**config.mk**
```make
export PLATFORM = sky130hd
export DESIGN_NAME = proc_control_fsm
export DESIGN_NICKNAME = d
export VERILOG_FILES = /design/src/rtl/proc_control_fsm.sv
export SDC_FILE = /design/constraint.sdc
export NUM_CORES = 1
export LEC_CHECK = 0
export BUFFER_PORTS_ARGS = -buffer_cell sky130_fd_sc_hd__buf_4
export CORE_UTILIZATION = 39
export DETAILED_ROUTE_END_ITERATION = 8
export PLACE_DENSITY = 0.82
export SYNTH_ARGS = -nofsm -noshare
export SYNTH_HDL_FRONTEND = slang
export SYNTH_SLANG_ARGS = --single-unit
```
**constraint.sdc**
```tcl
create_clock -name clk -period 1.6 [get_ports clk]
set_input_delay 0.16 -clock clk [delete_from_list [all_inputs] [get_ports clk]]
set_output_delay 0.16 -clock clk [all_outputs]
set_load 0.01 [all_outputs]
```
**src/rtl/proc_control_fsm.sv**
```systemverilog
// Instruction-sequencing control for the 16-bit processor: walks T0..T5.
// Optional trap on illegal opcodes: define PROC_CTRL_ILLEGAL_TRAP_EN.
module proc_control_fsm #(
    parameter logic [3:0] SEL_PC  = 4'd7,
    parameter logic [3:0] SEL_IMM = 4'd8,
    parameter logic [3:0] SEL_G   = 4'd9,
    parameter logic [3:0] SEL_DIN = 4'd10
) (
    input  logic        clk,
    input  logic        resetn,
    input  logic        run,
    input  logic [15:0] ir,
    output logic [3:0]  mux_sel,
    output logic [7:0]  r_in,
    output logic        ir_in,
    output logic        a_in,
    output logic        g_in,
    output logic [1:0]  alu_op,
    output logic        addr_in,
    output logic        dout_in,
    output logic        w_d,
    output logic        pc_incr,
`ifdef PROC_CTRL_ILLEGAL_TRAP_EN
    output logic        illegal,
`endif
    output logic        done
);

    localparam logic [2:0] T0   = 3'd0;
    localparam logic [2:0] T1   = 3'd1;
    localparam logic [2:0] T2   = 3'd2;
    localparam logic [2:0] T3   = 3'd3;
    localparam logic [2:0] T4   = 3'd4;
    localparam logic [2:0] T5   = 3'd5;
    localparam logic [2:0] HALT = 3'd6;

    localparam logic [2:0] OP_MV  = 3'b000;
    localparam logic [2:0] OP_MVT = 3'b001;
    localparam logic [2:0] OP_ADD = 3'b010;
    localparam logic [2:0] OP_SUB = 3'b011;
    localparam logic [2:0] OP_LD  = 3'b100;
    localparam logic [2:0] OP_ST  = 3'b101;
    localparam logic [2:0] OP_AND = 3'b110;

    logic [2:0] state;
    logic [2:0] state_nxt;

    logic [2:0] opcode;
    logic [2:0] rx;
    logic [2:0] ry;
    logic       imm_f;
    logic [3:0] operand;
    logic [7:0] rx_hot;
    logic       trap;

    assign opcode  = ir[15:13];
    assign rx      = ir[12:10];
    assign imm_f   = ir[9];
    assign ry      = ir[2:0];
    assign operand = imm_f ? SEL_IMM : {1'b0, ry};
    assign rx_hot  = 8'd1 << rx;

`ifdef PROC_CTRL_ILLEGAL_TRAP_EN
    logic illegal_q;

    // Reserved opcode, or mvt without the immediate flag, traps in T3
    assign trap = (state == T3) &&
                  ((opcode == 3'b111) || (opcode == OP_MVT && !imm_f));
    assign illegal = illegal_q | trap;

    // Sticky illegal flag, cleared only by reset
    always_ff @(posedge clk) begin
        if (!resetn)
            illegal_q <= 1'b0;
        else if (trap)
            illegal_q <= 1'b1;
    end
`else
    assign trap = 1'b0;
`endif

    // State register with synchronous active-low reset
    always_ff @(posedge clk) begin
        if (!resetn)
            state <= T0;
        else
            state <= state_nxt;
    end

    // Next-state and control outputs decoded from state and ir
    always_comb begin
        mux_sel   = 4'd0;
        r_in      = 8'd0;
        ir_in     = 1'b0;
        a_in      = 1'b0;
        g_in      = 1'b0;
        alu_op    = 2'b00;
        addr_in   = 1'b0;
        dout_in   = 1'b0;
        w_d       = 1'b0;
        pc_incr   = 1'b0;
        done      = 1'b0;
        state_nxt = state;
        case (state)
            T0: begin
                if (run) begin
                    mux_sel   = SEL_PC;
                    addr_in   = 1'b1;
                    pc_incr   = 1'b1;
                    state_nxt = T1;
                end
            end
            T1: state_nxt = T2;
            T2: begin
                ir_in     = 1'b1;
                state_nxt = T3;
            end
            T3: begin
                if (trap) begin
                    state_nxt = HALT;
                end else begin
                    case (opcode)
                        OP_MV: begin
                            mux_sel   = operand;
                            r_in      = rx_hot;
                            done      = 1'b1;
                            state_nxt = T0;
                        end
                        OP_MVT: begin
                            if (imm_f) begin
                                mux_sel = SEL_IMM;
                                r_in    = rx_hot;
                            end
                            done      = 1'b1;
                            state_nxt = T0;
                        end
                        OP_ADD, OP_SUB, OP_AND: begin
                            mux_sel   = {1'b0, rx};
                            a_in      = 1'b1;
                            state_nxt = T4;
                        end
                        OP_LD, OP_ST: begin
                            mux_sel   = {1'b0, ry};
                            addr_in   = 1'b1;
                            state_nxt = T4;
                        end
                        default: begin
                            done      = 1'b1;
                            state_nxt = T0;
                        end
                    endcase
                end
            end
            T4: begin
                state_nxt = T5;
                case (opcode)
                    OP_ADD, OP_SUB, OP_AND: begin
                        mux_sel = operand;
                        g_in    = 1'b1;
                        if (opcode == OP_SUB)
                            alu_op = 2'b01;
                        else if (opcode == OP_AND)
                            alu_op = 2'b10;
                    end
                    OP_ST: begin
                        mux_sel   = {1'b0, rx};
                        dout_in   = 1'b1;
                        w_d       = 1'b1;
                        done      = 1'b1;
                        state_nxt = T0;
                    end
                    default: ;
                endcase
            end
            T5: begin
                mux_sel   = (opcode == OP_LD) ? SEL_DIN : SEL_G;
                r_in      = rx_hot;
                done      = 1'b1;
                state_nxt = T0;
            end
            default: begin
`ifdef PROC_CTRL_ILLEGAL_TRAP_EN
                state_nxt = HALT;
`else
                state_nxt = T0;
`endif
            end
        endcase
    end

endmodule

```
; Yosys cells after proc, flatten, opt, wreduce, memory -nomap -nowiden
; Cells that the tools add are included.
[word_totals]
regBits = 3
word_cells = 49
inputBits = 19
out_inout_bits = 22
[classes]
mux = 30
n_eq_ne = 12
reduce_logical = 5
n_shift = 1
[ops]
columns = op, count
row1 = 4-bit one-hot mux with 4 select lines, 2
row2 = 8-bit one-hot mux with 2 select lines, 2
row3 = "3-bit == test, second input constant", 5
row4 = 3-bit one-hot mux with 5 select lines, 1
row5 = "3-bit by 2-bit == test with 1-bit output, second input constant", 4
row6 = 3-bit 2-to-1 mux, 4
row7 = 1-bit 2-to-1 mux, 10
row8 = 2-bit 2-to-1 mux, 5
row9 = 4-bit 2-to-1 mux, 2
row10 = 8-bit 2-to-1 mux, 1
row11 = 4-bit one-hot mux with 2 select lines, 1
row12 = "1-bit by 3-bit << shifter with 8-bit output, first input constant", 1
row13 = "3-bit by 1-bit == test with 1-bit output, second input constant", 2
row14 = 3-bit zero test, 2
row15 = 5-bit OR reduction, 1
row16 = 1-bit one-hot mux with 3 select lines, 1
row17 = 3-bit OR reduction, 1
row18 = "2-bit inequality test, second input constant", 1
row19 = 1-bit one-hot mux with 2 select lines, 1
row20 = 2-bit OR reduction, 1

; Depth between registers and ports, before layout
; Gate-level depths: netlist of the first run.
[depth]
ltp_word = 5
depth_mapped = 5
depth_no_buf = 4

; Worst setup path before layout of the first run
; OpenSTA, ideal clock, no wires.
[synth_timing]
path_type = register to output
from = register state[2]
to = output mux_sel[1]
path_stages_with_launch = 6
required_ns = 1.440
arrival_time_ns = 1.304
path_buffers = 1
setup_slack_ns = 0.136
cell_sequence = dfxtp_1 -> buf_2 -> nor3b_4 -> nand3_1 -> nor3b_1 -> or4_1
[synth_between]
elab_chain_cells = 2
elab_cells_between_ends = 5
classes_between = 3 x eq/ne / 1 x mux / 1 x reduce/logical
[synth_lines]
columns = item, line
row1 = "start, declared", 45  ; logic [2:0] state;
row2 = "start signal, assigned", 87  ; state <= state_nxt;
row3 = 3-bit == test (tied with other cells), 104  ; case (state)
row4 = 4-bit one-hot mux with 4 select lines (*), 104
row5 = "end, declared", 13  ; output logic [3:0] mux_sel,
; Mark *: on every way between the ends. The rest lies on a longest branch, timed or not.

; Worst setup path in the final report of the first run
[layout_timing]
from = register state[0]
to = output mux_sel[0]
; The elaborated chain is that of the path after synthesis.

==> results of run 1 <==
cells by family (layout without fill, tap and decap cells):
group / Yosys count / after routing / share of synthesized area
and+or+nand+nor: 53 / 53 / 0.554
AOI/OAI and AO/OA: 16 / 16 / 0.212
buffers and inverters: 8 / 50 / 0.0888
DFF: 3 / 3 / 0.109
xor gates and xnor gates: 1 / 1 / 0.0159
muxes: 1 / 1 / 0.0205
per-layer routing:
metal | up-vias | routed length, um | global-route usage
li1 | 378 | - | -
met1 | 383 | 804 | 0.282
met2 | 33 | 1090 | 0.422
met3 | 2 | 106 | 0.0341
met4 | 0 | 14 | 0.103
met5 | - | 0 | 0
how the worst max path moves through the flow:
stage                                     start         end  slack (ps)  cells after the start
after global placement    state[1]$_SDFFE_PN0P_  mux_sel[0]          50                      5
after floorplan           state[2]$_SDFFE_PN0P_  mux_sel[1]         140                      5
after detailed placement  state[1]$_SDFFE_PN0P_  mux_sel[2]          10                      5
after CTS                 state[2]$_SDFFE_PN0P_  mux_sel[2]        -120                      5
after global routing      state[2]$_SDFFE_PN0P_  mux_sel[2]        -150                      5
final                     state[0]$_SDFFE_PN0P_  mux_sel[0]        -120                      6
stage by stage:
step	cell area [um2]	setup WS, ps	hold slack, ps	total power, uW
detailed placement	835	11.1	450	333
global route	1000	-146	201	563
finish	1000	-116	192	534
floorplan	549	136	319	228
CTS	920	-117	190	501
global placement	835	46.6	448	325
layout make-up:
| type | instances | area [um2] |
|---|---|---|
| Inverter | 2 | 7.51 |
| Fill cell | 106 | 298 |
| Sequential cell | 3 | 71.3 |
| Multi-Input combinational cell | 71 | 527 |
| Tap cell | 15 | 18.8 |
| Clock buffer | 4 | 26.3 |
| Timing Repair Buffer | 44 | 353 |
cells in the final DEF (no fill, tap or decap), drive strengths merged, types with 4 or more instances in the layout:
master and instances:
nand2 7, nand3 5, nand2b 6, buf 44, clkbuf 4, nor3 4
o21ai 5, nor2 12, nor3b 5
where the power goes:
part           internal (uW)  switching [uW]  total (uW)
logic                    163             133         296
clock network           93.3            37.9         131
registers               85.6            20.8         106
critical path, cell delays in order (launching register included):
cell and delay [ps]:
dfxtp_4 360, buf_6 120, buf_4 170, nand2_1 120, o21ai_0 120, a221o_2 320
buf_6 120
what timing repair did:
item | CTS | global route
hold buffers | 0 | 0
setup endpoints to repair | 14 | 15
setup buffers | 1 | 2
resized for setup | 16 | 15
endpoints found under the hold margin | 0 | 0
pin swaps | 4 | 5
==> flow_metrics.py, run 1 <==
metrics = {
    "run": {
        "cap_viol_max_count": 0,
    },
    "global_route": {
        "grt_pass1_wl_um": 2530,
        "antenna_found_initial": 0,
        "grt_overflow": 0,
        "grt_usage": 0.240,
        "grt_pass1_vias": 631,
        "grt_max_degree": 13,
    },
    "floorplanning": {
        "core_um2": 1300,
        "die_w_um": 39.5,
        "fp-row-count": 13,
        "io_pins": 41,
        "start_util": 0.422,
        "chipHeight_um": 39.5,
        "dieArea_um2": 1560,
    },
    "critical_path": {
        "r2r_slack_ps": 50,
        "worstSetupStartpointType": "register",
        "rr_startpoint": "state[0]$_SDFFE_PN0P_",
        "critPathKind": "register to primary output",
        "worst-endpoint-required_ps": 1440,
        "cp-end-kind": "primary output",
        "cp_max_fo": 10,
        "crit_arrival_ps": 1560,
        "reg2reg_depth": 6,
        "rr_endpoint": "state[2]$_SDFFE_PN0P_",
    },
    "sta": {
        "slew_viol_final": 0,
        "fin_setup_tns_ps": -291,
        "tightest_slew_ps": 257,
        "rsz0062_at_grt": "yes",
        "fmax_mhz": 583,
        "fin_skew_ps": 2.76,
        "hold_viol_final": 0,
        "post-route-min-period_ps": 1720,
        "layout_setup_ws_ps": -116,
        "final-setup-viol-count": 5,
        "finalCritPeriodShare": 1.07,
        "maxSlewHeadroom": 0.828,
    },
    "drt": {
        "post-route-drc-count": 0,
        "vias": 796,
        "avgViaCountPerCell": 5.73,
        "ant_nets": 0,
        "wl_um": 2020,
        "drt_first_pass_iters": 4,
        "wire_per_inst_um": 14.5,
        "drt_iter0_drc": 16,
    },
    "finish": {
        "final_layout_size_suffix_gt1_frac": 0.581,
        "areaGrowthSynthToFinish_pct": 82.7,
        "largest_reg_flops": 3,
        "diodes": 0,
        "largest-register": "state",
        "finalNonFillerCells": 139,
        "fin_util": 0.771,
        "reg_top3": "state: 3 flops",
        "layout.nets": 144,
    },
    "power_and_ir_drop": {
        "power.leakage_uw": 0.000474,
        "cellPowerDensity_nw_per_um2": 532,
        "peakVddDrop_mv": 0.397,
    },
    "worst_hold_path": {
        "holdPathStages": 3,
        "hp-class": "input pin to register",
        "holdPathEnd": "state[0]$_SDFFE_PN0P_",
        "hold_path_startpoint": "resetn",
    },
    "synthesis": {
        "yosysUniqueCellTypes": 30,
        "ys_seq_area_frac": 0.109,
        "ys_seq_elements": 3,
        "synth_top_cell_by_area": "dfxtp_1",
        "syn_inst": 82,
        "synthTopCellsByCount": "nor2_1, nand2_1, nand2b_1",
        "syn_area_um2": 549,
        "synthFlopType": "dfxtp_1",
        "synth_top_area_share": 0.109,
        "async_flop_share": 0,
        "avgSynthCellArea_um2": 6.70,
        "synth-edff-count": 0,
        "yosysMostFrequentCell": "nor2_1",
        "synth.area.top_cells": "dfxtp_1, nor2_1, nand2b_1, nor3b_1, nand2_1",
        "yosysWarnings": 0,
        "syn_nets": 101,
    },
    "clocking": {
        "cts_made_buffers": 3,
        "cts.sinks": 3,
        "cts_root_buf": "clkbuf_4",
        "clk_latency_ps": 230,
        "clock_path_buffers": 2,
        "clk_pin_slew_worst_paths_ps": 30,
        "htree_num_levels": 1,
        "tritoncts": "done",
    },
    "placement": {
        "io_buffers": 34,
        "gp_congestion": 0.769,
        "place_inst": 132,
        "place_hpwl_um": 1390,
    },
    "run_status": {
        "violations": "negative setup slack",
        "status": "finished, violations left",
    },
}
No activity file was read; power rests on OpenSTA's default activity.
==> run 2: changes to the inputs <==
Settings changed: ABC_CLOCK_PERIOD_IN_PS from default to 2100, CORE_UTILIZATION 39 to 42, PLACE_DENSITY 0.82 to 0.87.
Clock period 1.6 ns to 2.1 ns, I/O delays scaled along.
==> run 2 against run 1 <==
The flow now finishes without violations. Critical path depth shrank 1. Via count shrank 9.3%. First-iteration DRC count grew 19%. Clock power shrank 25%. Die area shrank 6.8%. Register-to-register slack gained 590 ps. Highest routed layer unchanged.
==> flow_metrics.py, run 2 (same netlist as run 1, synthesis figures left out) <==
metrics = {
    "run_status": {
        "status": "finished, final reports clean",
    },
    "critical_path": {
        "critPathKind": "register to primary output",
        "cp_cell_sequence": "nand3b_2 > or4_1 > o211ai_2 > a221o_2 > buf_4",
        "path_delay_family": "simple AND/OR/NAND/NOR gates",
        "rr_endpoint": "state[2]$_SDFFE_PN0P_",
        "worstSetupStartpointType": "register",
        "crit_start": "state[2]$_SDFFE_PN0P_",
        "cp_num_buf_inv": 1,
        "cp_max_fo": 11,
        "critPathSlowestCell": "or4_1",
        "cp_slowest_stage_delay_ps": 440,
        "worst-endpoint-required_ps": 1890,
        "cp-end-kind": "primary output",
        "crit_arrival_ps": 1720,
        "reg2reg_depth": 5,
        "r2r_slack_ps": 640,
        "rr_startpoint": "state[0]$_SDFFE_PN0P_",
    },
    "finish": {
        "reg_top3": "state: 3 flops",
        "largest_reg_flops": 3,
        "diodes": 0,
        "largest-register": "state",
        "final_common_cell": "buf_4",
        "final_layout_size_suffix_gt1_frac": 0.409,
        "layout.nets": 135,
        "areaGrowthSynthToFinish_pct": 48.5,
        "final_cell_mix": "buf_4, nor2_1, nand2_1",
        "fin_util": 0.706,
        "nFillCells": 107,
    },
    "sta": {
        "post-route-min-period_ps": 1930,
        "final-setup-viol-count": 0,
        "finalCritPeriodShare": 0.917,
        "hold_ws_ps": 254,
        "maxSlewHeadroom": 0.805,
        "fin_setup_tns_ps": 0,
        "layout_setup_ws_ps": 174,
        "rsz0062_at_grt": "no",
        "fmax_mhz": 519,
        "fin_skew_ps": 6.26,
        "hold_viol_final": 0,
        "tightest_slew_ps": 292,
        "slew_viol_final": 0,
    },
    "power_and_ir_drop": {
        "power.leakage_uw": 0.000379,
        "total_power_uw": 334,
        "cellPowerDensity_nw_per_um2": 410,
        "peakVddDrop_mv": 0.294,
    },
    "worst_hold_path": {
        "hold_path_startpoint": "resetn",
        "holdPathEnd": "state[1]$_SDFFE_PN0P_",
        "hp-class": "input pin to register",
        "holdPathStages": 2,
    },
    "global_route": {
        "grt_pass1_wl_um": 2270,
        "grt_usage": 0.212,
        "grt_pass1_vias": 568,
        "grt_overflow": 0,
        "grt_max_degree": 13,
        "antenna_found_initial": 0,
    },
    "drt": {
        "wl_um": 1600,
        "avgViaCountPerCell": 5.60,
        "post-route-drc-count": 0,
        "drt_first_pass_iters": 4,
        "vias": 722,
        "drt_iter0_drc": 19,
        "ant_nets": 0,
        "wire_per_inst_um": 12.4,
    },
    "placement": {
        "dp_slack_ps": 309,
        "gp_congestion": 0.817,
        "place_hpwl_um": 1270,
        "io_buffers": 34,
    },
    "clocking": {
        "cts_made_buffers": 3,
        "cts.sinks": 3,
        "htree_num_levels": 1,
        "tritoncts": "done",
        "clock_path_buffers": 2,
        "ctsHoldBuffers": 0,
        "cts_root_buf": "clkbuf_4",
        "cts_resized": 0,
        "clk_pin_slew_worst_paths_ps": 40,
        "clk_latency_ps": 230,
        "postCtsSetupBuffers": 0,
    },
    "floorplanning": {
        "die_w_um": 38.2,
        "fp-row-count": 12,
        "io_pins": 41,
        "dieArea_um2": 1460,
        "start_util": 0.475,
        "chipHeight_um": 38.2,
        "core_um2": 1160,
    },
    "run": {
        "cap_viol_max_count": 0,
    },
}
-- run 2: cell types whose count changed in the layout (fill, tap and decap cells not counted), sizes merged --
cell / previous run / this run
buf: 44 / 35
-- run 2: worst max path at each step --
stage                       endpoint  slack [ps]  depth (start not counted)
after floorplan           mux_sel[1]         590                          5
after global placement    mux_sel[0]         350                          5
after detailed placement  mux_sel[0]         310                          5
after CTS                 mux_sel[0]          60                          5
after global routing      mux_sel[0]          70                          5
final                     mux_sel[0]         170                          5
-- run 2: layout make-up --
class                      count  area (um2)  share of cell area
clock buffer                   4        26.3              0.0322
tap                           14        17.5              0.0215
multi-input combinational     71         440               0.540
inverter                       2        7.51             0.00920
timing repair buffer          35         263               0.322
sequential                     3        61.3              0.0752
-- run 2: where the power goes --
group	switching [uW]	total (uW)	internal, uW
registers	16.6	81.4	64.8
logic	74.3	155	80.6
clock network	27.0	98.0	71.0
total	118	334	216
-- run 2: through the flow --
| step | instances | area [um2] |
|---|---|---|
| 6_report | 129 | 816 |
| 5_1_grt | 129 | 816 |
| 4_1_cts | 129 | 815 |
| 3_5_place_dp | 125 | 788 |
| 3_3_place_gp | 125 | 788 |
| 2_1_floorplan | 82 | 549 |
-- run 2: metal layers --
metal | up-vias | wire length, um | global-route usage
met5 | - | 0 | 0
met4 | 0 | 17 | 0.0804
met3 | 2 | 103 | 0.0116
met2 | 31 | 792 | 0.377
met1 | 328 | 688 | 0.264
li1 | 361 | - | -
==> run 3: changes to the inputs <==
Settings changed: ABC_CLOCK_PERIOD_IN_PS 2100 to 1590, CORE_UTILIZATION 42 to 35, PLACE_DENSITY 0.87 to 0.78.
Clock period 2.1 ns to 1.59 ns, I/O delays scaled along.
==> run 3 against run 2 <==
The flow now finishes with violations (negative setup slack). Clock-buffer cell count stayed put. Sequential share of layout area is 0.49 points lower. Cell area is 24% higher. Core utilization is 2.8 points higher. Register-to-register slack worse by 560 ps. First-iteration DRC count stayed put. Worst hold slack worse by 61 ps. Sequential power is 31% higher. Clock skew is 5.8 ps lower. Wire length is 19% higher. Critical path type unchanged. Critical endpoint is now mux_sel[2]. Highest routed layer is now met3.
==> flow_metrics.py, run 3 (same netlist as run 1, synthesis figures left out) <==
metrics = {
    "drt": {
        "vias": 779,
        "avgViaCountPerCell": 5.60,
        "post-route-drc-count": 0,
        "wl_um": 1910,
        "top_layer": "met3",
        "wl_met2_um": 1070,
        "wl_met1_um": 718,
        "drt_iter0_drc": 19,
        "drt_first_pass_iters": 4,
        "wire_per_inst_um": 13.7,
        "ant_nets": 0,
        "wl_met3_um": 121,
    },
    "sta": {
        "fin_skew_ps": 0.411,
        "maxSlewHeadroom": 0.780,
        "fmax_mhz": 594,
        "hold_viol_final": 0,
        "slew_viol_final": 0,
        "layout_setup_ws_ps": -93.0,
        "post-route-min-period_ps": 1680,
        "rsz0062_at_grt": "yes",
        "finalCritPeriodShare": 1.06,
        "final-setup-viol-count": 4,
        "tightest_slew_ps": 327,
        "fin_setup_tns_ps": -307,
    },
    "placement": {
        "place_hpwl_um": 1340,
        "gp_congestion": 0.785,
        "dp_slack_ps": 27.0,
        "io_buffers": 34,
    },
    "worst_hold_path": {
        "holdPathStages": 3,
        "hp-class": "input pin to register",
        "hold_path_startpoint": "resetn",
        "holdPathEnd": "state[0]$_SDFFE_PN0P_",
    },
    "power_and_ir_drop": {
        "switching_share": 0.353,
        "p_sw_uw": 187,
        "p_seq_frac": 0.201,
        "peakVddDrop_mv": 0.425,
        "clkPwrFrac": 0.242,
        "power.leakage_uw": 0.000475,
        "cellPowerDensity_nw_per_um2": 522,
        "p_int_uw": 343,
        "combinationalPowerShare": 0.557,
    },
    "critical_path": {
        "cp-end-kind": "primary output",
        "cp_max_fo": 7,
        "critPathKind": "register to primary output",
        "crit_arrival_ps": 1520,
        "rr_endpoint": "state[2]$_SDFFE_PN0P_",
        "reg2reg_depth": 6,
        "worst-endpoint-required_ps": 1430,
        "r2r_slack_ps": 80,
        "rr_startpoint": "state[0]$_SDFFE_PN0P_",
        "worstSetupStartpointType": "register",
    },
    "finish": {
        "final_cell_mix": "buf_4, nor2_1, buf_6",
        "seqCellArea_um2": 71.3,
        "multi_input_area_um2": 534,
        "layout.nets": 144,
        "nFillCells": 120,
        "final_layout_size_suffix_gt1_frac": 0.581,
        "largest_reg_flops": 3,
        "largest-register": "state",
        "final_common_cell": "buf_4",
        "areaGrowthSynthToFinish_pct": 84.7,
        "reg_top3": "state: 3 flops",
        "diodes": 0,
    },
    "clocking": {
        "cts_root_buf": "clkbuf_4",
        "htree_num_levels": 1,
        "clk_pin_slew_worst_paths_ps": 30,
        "ctsHoldBuffers": 0,
        "tritoncts": "done",
        "cts.sinks": 3,
        "clock_path_buffers": 2,
        "clk_latency_ps": 230,
        "cts_made_buffers": 3,
    },
    "floorplanning": {
        "fp-row-count": 13,
        "dieArea_um2": 1730,
        "chipHeight_um": 41.6,
        "start_util": 0.397,
        "die_w_um": 41.6,
        "core_um2": 1380,
        "io_pins": 41,
    },
    "global_route": {
        "grt_max_degree": 13,
        "antenna_found_initial": 0,
        "grt_usage": 0.209,
        "grt_pass1_vias": 642,
        "grt_pass1_wl_um": 2950,
        "grt_overflow": 0,
    },
    "run_status": {
        "status": "finished, violations left",
        "violations": "negative setup slack",
    },
    "run": {
        "cap_viol_max_count": 0,
    },
}
-- run 3: per-stage QoR --
stage / instances / util / hold slack (ps) / instance area [um2] / power, uW
after floorplan: 82 / - / 318 / 549 / 229
after global placement: 134 / 0.614 / 448 / 850 / 329
after detailed placement: 134 / 0.614 / 451 / 850 / 336
after CTS: 139 / 0.678 / 200 / 937 / 501
after global routing: 139 / 0.734 / 210 / 1010 / 567
final: 139 / 0.734 / 193 / 1010 / 530
-- run 3: area by class of cell --
type | count | share of cell area
sequential | 3 | 0.0703
clock buffer | 4 | 0.0259
multi-input combinational | 71 | 0.527
tap | 15 | 0.0185
inverter | 2 | 0.00740
timing repair buffer | 44 | 0.351
-- run 3: worst max-delay path by stage --
stage	from	endpoint	slack, ps	depth (start not counted)
floorplan	state[2]$_SDFFE_PN0P_	mux_sel[1]	130	5
global placement	state[1]$_SDFFE_PN0P_	mux_sel[0]	30	5
detailed placement	state[1]$_SDFFE_PN0P_	mux_sel[2]	30	5
CTS	state[2]$_SDFFE_PN0P_	mux_sel[2]	-100	5
global route	state[2]$_SDFFE_PN0P_	mux_sel[2]	-160	5
finish	state[2]$_SDFFE_PN0P_	mux_sel[2]	-90	5
-- run 3: layer usage --
metal,GRT usage,vias up
li1,-,382
met1,0.274,356
met2,0.359,41
met3,0.00870,0
met4,0.0774,0
met5,0,-
-- run 3: worst max-delay path: stages, from the launching register on --
cell and delay (ps):
dfxtp_4 350, nand3b_4 170, or4_4 420, o211ai_2 80, a221o_2 180, buf_6 90
-- run 3: what timing repair did --
item / CTS / global route
pin swaps: 5 / 5
buffers inserted: 1 / 0
resized for setup: 17 / 16
endpoints found under the setup margin: 15 / 15
cloned: 0 / 0
-- run 3: power groups by stage --
stage	clock [uW]	combinational (uW)	sequential, uW
after floorplan	0	136	93.4
after global placement	0	228	101
after detailed placement	0	234	101
after CTS	135	260	106
after global routing	141	318	108
final	128	295	107
